===== config.mk =====
export PLATFORM = sky130hd
export DESIGN_NAME = axi_eth_tx_flat
export DESIGN_NICKNAME = d
export VERILOG_FILES = /design/src/rtl/axi_eth_tx_if.sv /design/src/rtl/axi_eth_tx.sv /design/src/flat_wrapper.sv
export SDC_FILE = /design/constraint.sdc
export NUM_CORES = 1
export LEC_CHECK = 0
export BUFFER_PORTS_ARGS = -buffer_cell sky130_fd_sc_hd__buf_2
export CORE_MARGIN = 10
export CORE_UTILIZATION = 25
export CTS_BUF_LIST = sky130_fd_sc_hd__clkbuf_16
export DETAILED_ROUTE_END_ITERATION = 16
export GPL_ROUTABILITY_DRIVEN = 0
export PLACE_DENSITY = 0.46
export SETUP_SLACK_MARGIN = 0.05
export SYNTH_ARGS = -nofsm -noshare
export SYNTH_HDL_FRONTEND = slang
export SYNTH_SLANG_ARGS = --single-unit

===== constraint.sdc =====
create_clock -name clk -period 2.7 [get_ports clk]
set_clock_uncertainty 0.1 [all_clocks]
set_input_delay 0.27 -clock clk [delete_from_list [all_inputs] [get_ports clk]]
set_output_delay 0.27 -clock clk [all_outputs]
set_load 0.1 [all_outputs]

===== src/rtl/axi_eth_tx_if.sv =====
// Byte-wide AXI-Stream link shared by the ARP/IPv4 payload sources and the MAC sink.
interface axi_eth_tx_if;
  logic [7:0] tdata;
  logic       tlast;
  logic       tvalid;
  logic       tready;

  modport master (output tdata, output tlast, output tvalid, input tready);
  modport slave  (input tdata, input tlast, input tvalid, output tready);
endinterface


===== src/rtl/axi_eth_tx.sv =====
// Ethernet framer: arbitrates ARP and IPv4 payload streams round-robin, prepends the
// 14-byte MAC header and zero-pads short frames up to the 60-byte minimum.
module axi_eth_tx #(
  parameter int unsigned DEBUG   = 1,
  parameter logic [23:0] MAC_MSB = 24'h010203,
  parameter logic [23:0] MAC_LSB = 24'h040506
) (
  input  logic                clk,
  input  logic                aresetn,
  axi_eth_tx_if.slave         arp_axis,
  input  logic [47:0]         arp_tx_dst_mac,
  axi_eth_tx_if.slave         ip_axis,
  input  logic [47:0]         ip_tx_dst_mac,
  axi_eth_tx_if.master        mac_axis
);

  localparam logic [47:0] THIS_MAC = {MAC_MSB, MAC_LSB};
  localparam logic [15:0] ETH_ARP  = 16'h0806;
  localparam logic [15:0] ETH_IP   = 16'h0800;
  localparam logic [5:0]  LAST_MIN = 6'd59;
  localparam logic [5:0]  CNT_MAX  = 6'd63;
  localparam logic [5:0]  HDR_LAST = 6'd13;

  typedef enum logic [1:0] {
    S_IDLE,
    S_HEADER,
    S_PAYLOAD,
    S_PAD
  } state_t;

  state_t      state_q, state_d;
  logic        srcIp_q, srcIp_d;
  logic        lastIp_q, lastIp_d;
  logic [47:0] dstMac_q, dstMac_d;
  logic [15:0] etherType_q, etherType_d;
  logic [5:0]  cnt_q, cnt_d;

  logic        srcValid, srcLast;
  logic [7:0]  srcData;
  logic [111:0] hdr, hdrShifted;
  logic [7:0]  macData;
  logic        macValid, macLast, arpReady, ipReady;
  logic        xfer, grantArp, grantIp;
  logic [5:0]  cntInc;

  assign srcValid   = srcIp_q ? ip_axis.tvalid : arp_axis.tvalid;
  assign srcLast    = srcIp_q ? ip_axis.tlast  : arp_axis.tlast;
  assign srcData    = srcIp_q ? ip_axis.tdata  : arp_axis.tdata;
  assign hdr        = {dstMac_q, THIS_MAC, etherType_q};
  assign hdrShifted = hdr << {cnt_q[3:0], 3'b000};
  assign cntInc     = (cnt_q == CNT_MAX) ? CNT_MAX : cnt_q + 6'd1;

  // A tie goes to whichever source was not granted last.
  assign grantArp = arp_axis.tvalid && (!ip_axis.tvalid || lastIp_q);
  assign grantIp  = ip_axis.tvalid && !grantArp;

  always_comb begin
    macData  = 8'h00;
    macValid = 1'b0;
    macLast  = 1'b0;
    arpReady = 1'b0;
    ipReady  = 1'b0;
    case (state_q)
      S_HEADER: begin
        macValid = 1'b1;
        macData  = hdrShifted[111:104];
      end
      S_PAYLOAD: begin
        macValid = srcValid;
        macData  = srcData;
        macLast  = srcLast && (cnt_q >= LAST_MIN);
        if (srcIp_q) ipReady  = mac_axis.tready;
        else         arpReady = mac_axis.tready;
      end
      S_PAD: begin
        macValid = 1'b1;
        macLast  = (cnt_q == LAST_MIN);
      end
      default: ;
    endcase
  end

  assign xfer = macValid && mac_axis.tready;

  always_comb begin
    state_d     = state_q;
    srcIp_d     = srcIp_q;
    lastIp_d    = lastIp_q;
    dstMac_d    = dstMac_q;
    etherType_d = etherType_q;
    cnt_d       = cnt_q;
    case (state_q)
      S_IDLE: begin
        if (grantArp || grantIp) begin
          srcIp_d     = grantIp;
          lastIp_d    = grantIp;
          dstMac_d    = grantIp ? ip_tx_dst_mac : arp_tx_dst_mac;
          etherType_d = grantIp ? ETH_IP : ETH_ARP;
          cnt_d       = 6'd0;
          state_d     = S_HEADER;
        end
      end
      S_HEADER: begin
        if (xfer) begin
          cnt_d = cntInc;
          if (cnt_q == HDR_LAST) state_d = S_PAYLOAD;
        end
      end
      S_PAYLOAD: begin
        if (xfer) begin
          cnt_d = cntInc;
          if (srcLast) state_d = (cnt_q >= LAST_MIN) ? S_IDLE : S_PAD;
        end
      end
      S_PAD: begin
        if (xfer) begin
          cnt_d = cntInc;
          if (cnt_q == LAST_MIN) state_d = S_IDLE;
        end
      end
      default: state_d = S_IDLE;
    endcase
  end

  // Reset leaves lastIp set so that ARP wins the first tie.
  always_ff @(posedge clk or negedge aresetn) begin
    if (!aresetn) begin
      state_q     <= S_IDLE;
      srcIp_q     <= 1'b0;
      lastIp_q    <= 1'b1;
      dstMac_q    <= 48'h0;
      etherType_q <= 16'h0;
      cnt_q       <= 6'd0;
    end else begin
      state_q     <= state_d;
      srcIp_q     <= srcIp_d;
      lastIp_q    <= lastIp_d;
      dstMac_q    <= dstMac_d;
      etherType_q <= etherType_d;
      cnt_q       <= cnt_d;
    end
  end

  assign mac_axis.tdata  = macData;
  assign mac_axis.tvalid = macValid;
  assign mac_axis.tlast  = macLast;
  assign arp_axis.tready = arpReady;
  assign ip_axis.tready  = ipReady;

`ifndef SYNTHESIS
  always @(posedge clk) begin
    if (DEBUG != 0 && aresetn && state_q == S_IDLE && (grantArp || grantIp))
      $display("%0t axi_eth_tx frame start: DST %012h SRC %012h TYPE %04h",
               $time, dstMac_d, THIS_MAC, etherType_d);
  end
`endif

endmodule


===== src/flat_wrapper.sv =====
// flat-port wrapper written by rule: the top's interface ports become plain ports
module axi_eth_tx_flat 
#(
  parameter int unsigned DEBUG   = 1,
  parameter logic [23:0] MAC_MSB = 24'h010203,
  parameter logic [23:0] MAC_LSB = 24'h040506
)
  (clk, aresetn, arp_tx_dst_mac, ip_tx_dst_mac, arp_axis_tdata, arp_axis_tlast, arp_axis_tvalid, arp_axis_tready, ip_axis_tdata, ip_axis_tlast, ip_axis_tvalid, ip_axis_tready, mac_axis_tdata, mac_axis_tlast, mac_axis_tvalid, mac_axis_tready);
  axi_eth_tx_if arp_axis_i ();
  axi_eth_tx_if ip_axis_i ();
  axi_eth_tx_if mac_axis_i ();
  input  logic clk;
  input  logic aresetn;
  input  logic [47:0] arp_tx_dst_mac;
  input  logic [47:0] ip_tx_dst_mac;
  input wire logic [$bits(arp_axis_i.tdata)-1:0] arp_axis_tdata;
  input wire logic [$bits(arp_axis_i.tlast)-1:0] arp_axis_tlast;
  input wire logic [$bits(arp_axis_i.tvalid)-1:0] arp_axis_tvalid;
  output wire logic [$bits(arp_axis_i.tready)-1:0] arp_axis_tready;
  input wire logic [$bits(ip_axis_i.tdata)-1:0] ip_axis_tdata;
  input wire logic [$bits(ip_axis_i.tlast)-1:0] ip_axis_tlast;
  input wire logic [$bits(ip_axis_i.tvalid)-1:0] ip_axis_tvalid;
  output wire logic [$bits(ip_axis_i.tready)-1:0] ip_axis_tready;
  output wire logic [$bits(mac_axis_i.tdata)-1:0] mac_axis_tdata;
  output wire logic [$bits(mac_axis_i.tlast)-1:0] mac_axis_tlast;
  output wire logic [$bits(mac_axis_i.tvalid)-1:0] mac_axis_tvalid;
  input wire logic [$bits(mac_axis_i.tready)-1:0] mac_axis_tready;
  assign arp_axis_i.tdata = arp_axis_tdata;
  assign arp_axis_i.tlast = arp_axis_tlast;
  assign arp_axis_i.tvalid = arp_axis_tvalid;
  assign arp_axis_tready = arp_axis_i.tready;
  assign ip_axis_i.tdata = ip_axis_tdata;
  assign ip_axis_i.tlast = ip_axis_tlast;
  assign ip_axis_i.tvalid = ip_axis_tvalid;
  assign ip_axis_tready = ip_axis_i.tready;
  assign mac_axis_tdata = mac_axis_i.tdata;
  assign mac_axis_tlast = mac_axis_i.tlast;
  assign mac_axis_tvalid = mac_axis_i.tvalid;
  assign mac_axis_i.tready = mac_axis_tready;
  axi_eth_tx #(.DEBUG(DEBUG), .MAC_MSB(MAC_MSB), .MAC_LSB(MAC_LSB)) u_core (.clk(clk), .aresetn(aresetn), .arp_axis(arp_axis_i), .arp_tx_dst_mac(arp_tx_dst_mac), .ip_axis(ip_axis_i), .ip_tx_dst_mac(ip_tx_dst_mac), .mac_axis(mac_axis_i));
endmodule

==> metrics.md <==
| Metric | Value |
|---|---|
| CP endpoint kind | primary output |
| Floorplan row count | 42 |
| Commonest non-fill, non-tap cells in the layout | sky130_fd_sc_hd__buf_2 (121), sky130_fd_sc_hd__inv_1 (64), sky130_fd_sc_hd__dfrtp_1 (59), sky130_fd_sc_hd__a222oi_1 (48), sky130_fd_sc_hd__nand2_1 (14) |
| Area added between synthesis and finish | 37.9% |
| Biggest fanout along the worst timing path | 8 |
| Die W | 137 µm |
| Via count of the first global-routing pass | 3,428 |
| Number of nets in the layout | 592 |
| Warning count from the yosys run | 0 |
| Static Leakage | 2.41 nW |
| Die extent in y | 137 µm |
| Max rail drop VDD | 0.354 mV |
| Post-synthesis register bit count | 60 |
| Proportion of synthesized chip area in sequential cells | 43.8% |
| Initial Util | 25.7% |
| Count of flip-flops with a built-in enable after synthesis | 0 |
| Sum Neg Setup Slack | 0 ns |
| Overall global routing resource usage | 12.2% |
| Mapped Area | 3430 µm² |
| Slew Limit Fails | 0 |
| Gate family responsible for the most delay along the worst path | buffers and inverters |
| Total DRC errors in the routed layout | 0 |
| Post-Place Setup Slack | 0.373 ns |
| Critical path type | reg2out |
| Library cell contributing the largest single delay on the critical path | sky130_fd_sc_hd__mux4_2 |
| Clock Pin Slew Worst Setup and Hold Paths | 0.05 ns |
| Length of the first detailed-routing pass in iterations | 7 |
| Gr ovfl total | 0 |
| Bufs on Longest Clock Path | 2 |
| Final number of setup-violating endpoints | 0 |
| Global-route wire length before repair | 18,200 µm |
| Worst Hold Class | in2reg |
| Clock sink count | 60 |
| Post-synthesis cell type count | 44 |
| Most common cell after layout, fill and taps aside | sky130_fd_sc_hd__buf_2 |
| Worst-case headroom to the max-slew limit | 21.2% |
| Startpoint type of the worst setup path | register |
| Initial antenna violation count | 0 |
| Total die area | 18,800 µm² |
| Power per standard cell area | 1260 nW/µm² |
| Count of boundary I/O pins | 131 |
| WP data required | 2.33 ns |
| Root buffer selected by CTS | sky130_fd_sc_hd__clkbuf_16 |
| Data arrival time at the worst-slack endpoint | 2.19 ns |
| Syn Inst Count | 335 |
| Average detailed-routed wire length per instance | 18.2 µm |
| CP dominant cell by count | sky130_fd_sc_hd__buf_4 |
| Detail-routed via count per cell | 5.01 |
| Worst-margin pin slew | 1.18 ns |
| Slowest cell delay on critical path | 0.52 ns |
| Fmax achieved | 391 MHz |
| Clock latency reported for the late side of the worst-skew pair | 0.32 ns |
| TritonCTS clock tree | done |
| Placed wire-length estimate | 8920 µm |
| Final WS setup | 0.141 ns |
| Quantity of I/O buffers inserted on ports | 130 |
| Net Count, Synth | 464 |
| Via count | 3,220 |
| Total length of routed wires | 11,700 µm |
| Critical path buffers and inverters | 3 |
| Cell-by-cell listing of the critical path | buf_4 -> mux4_2 -> inv_1 -> o22ai_1 -> a221oi_1 -> nor2_2 -> buf_4 |
| Max Cap Viol | 0 |
| Initial drt markers | 258 |
| Crit share post-route | 94.8% |
| Antenna violation net count after detailed routing | 0 |
| Fraction of registers with async set/reset | 100% |
| Top flip-flop cell by instance count after synthesis | sky130_fd_sc_hd__dfrtp_1 |
| Setup repair after global routing missed its margin | true |
| Outcome | complete, no violations |
| Hold violation total from the final report | 0 |
| Post-synthesis area per instance | 10.2 µm² |
| Number of fillers in the final layout | 1,415 |
| Min cycle time layout | 2.56 ns |
| Number of buffers inserted during clock tree synthesis | 9 |
| Antenna diode count | 0 |
| Core Footprint | 13,300 µm² |
| H-tree levels | 3 |
| Largest net degree at the start of global routing | 61 |
| Share of cells above drive strength 1 | 40.7% |
## kinds of logic after synthesis
kind of cell | Yosys count | share of synthesized area (%)
AO/OA/AOI/OAI | 100 | 23.9
AND/OR/NAND/NOR | 52 | 8.17
adder cells (fa/ha/maj) | 10 | 3.65
flip-flops | 60 | 43.8
buffers and inverters | 88 | 10.2
multiplexers | 25 | 10.3
## stage by stage
step	total power [mW]	cell area [µm²]	util, %	std cells	hold WS [ns]
after global routing	6.38	4730	35.4	643	0.0514
after CTS	5.98	4710	35.3	643	0.0446
final	5.95	4730	35.4	643	0.0542
after global placement	4.81	4420	33.1	627	0.206
after detailed placement	4.84	4420	33.1	627	0.212
after floorplan	3.93	3460	-	335	-0.126
## area by class of cell
| cell class | instances | area (µm²) | area share, % |
|---|---|---|---|
| Inverter | 63 | 236 | 5.00 |
| Multi-Input combinational cell | 187 | 1650 | 34.8 |
| Tap cell | 176 | 220 | 4.65 |
| Clock buffer | 9 | 225 | 4.76 |
| Sequential cell | 60 | 1500 | 31.8 |
| Clock inverter | 6 | 56.3 | 1.19 |
| Timing Repair Buffer | 142 | 845 | 17.9 |
## state kept, by name, indices dropped and copies added, names as in the netlist
register and cells:
u_core.srcIp_q 1, u_core.state_q 2, u_core.lastIp_q 1, u_core.etherType_q 2, u_core.dstMac_q 48, u_core.cnt_q 6
## routing by layer
layer / global-route usage (%) / vias to the layer above / routed length, µm / part of all wire, %
li1: - / 1538 / - / -
met1: 16.7 / 1540 / 5570 / 48
met3: 4.14 / 7 / 1000 / 8.6
met4: 2.81 / 0 / 87 / 0.74
met5: 0 / - / 0 / 0
met2: 18.0 / 135 / 5020 / 43
## where the power goes
| part | total [mW] | leakage [nW] | internal, mW | switching, mW |
|---|---|---|---|---|
| Sequential | 1.67 | 0.748 | 1.31 | 0.359 |
| Combinational | 3.18 | 1.51 | 1.25 | 1.93 |
| Clock | 1.09 | 0.144 | 0.701 | 0.393 |
## synth_stat cells (2+ instances only)
master / number / area, µm²
sky130_fd_sc_hd__inv_1: 63 / 236
sky130_fd_sc_hd__dfrtp_1: 59 / 1480
sky130_fd_sc_hd__a222oi_1: 48 / 480
sky130_fd_sc_hd__a21oi_1: 17 / 85.1
sky130_fd_sc_hd__clkbuf_1: 16 / 60.1
sky130_fd_sc_hd__nand2_1: 14 / 52.6
sky130_fd_sc_hd__mux2_2: 11 / 124
sky130_fd_sc_hd__ha_1: 10 / 125
sky130_fd_sc_hd__nor2_1: 10 / 37.5
sky130_fd_sc_hd__mux4_2: 7 / 158
sky130_fd_sc_hd__a31oi_1: 6 / 37.5
sky130_fd_sc_hd__mux2i_1: 6 / 60.1
sky130_fd_sc_hd__o21ai_0: 6 / 30.0
sky130_fd_sc_hd__o22ai_1: 5 / 31.3
sky130_fd_sc_hd__a21o_1: 4 / 30.0
sky130_fd_sc_hd__a22oi_1: 4 / 30.0
sky130_fd_sc_hd__and3_1: 4 / 25.0
sky130_fd_sc_hd__buf_2: 4 / 20.0
sky130_fd_sc_hd__nor2b_1: 4 / 25.0
sky130_fd_sc_hd__nand2b_1: 3 / 18.8
sky130_fd_sc_hd__nand3_1: 3 / 15.0
sky130_fd_sc_hd__nand4_1: 3 / 18.8
sky130_fd_sc_hd__nor3_1: 3 / 15.0
sky130_fd_sc_hd__a41oi_1: 2 / 17.5
sky130_fd_sc_hd__buf_1: 2 / 7.51
sky130_fd_sc_hd__buf_4: 2 / 15.0
sky130_fd_sc_hd__o211ai_1: 2 / 15.0
## worst min-delay path: cells and delay by family
kind | cells | cell delay, ns
buffers and inverters | 2 | 0.12
AOI/OAI and AO/OA | 1 | 0.05
## worst paths after layout
| check | start | endpoint | slack [ns] | cells past startpoint |
|---|---|---|---|---|
| worst min-delay path | ip_tx_dst_mac[31] | u_core.dstMac_q[31]$_DFFE_PN0P_ | 0.05 | 3 |
| worst max register to register | u_core.state_q[0]$_DFFE_PN0P_ | u_core.state_q[0]$_DFFE_PN0P_ | 0.45 | 7 |
| max in group asynchronous | aresetn | u_core.lastIp_q$_DFFE_PN1P_ | 1.83 | 3 |
| worst max-delay path | u_core.cnt_q[0]$_DFFE_PN0P_ | mac_axis_tdata[3] | 0.14 | 7 |
| min in group asynchronous | aresetn | u_core.dstMac_q[39]$_DFFE_PN0P_ | 0.38 | 3 |
| worst min register to register | u_core.etherType_q[11]$_DFFE_PN0P_ | u_core.etherType_q[11]$_DFFE_PN0P_ | 0.38 | 1 |
## what timing repair did
item,in CTS,in global routing
hold buffers,1,0
endpoints found under the setup margin,1,8
gates resized for setup,1,11
endpoints found under the hold margin,59,0
gates cloned,0,0
setup buffers,0,0
(Power assumes the default switching activity.)
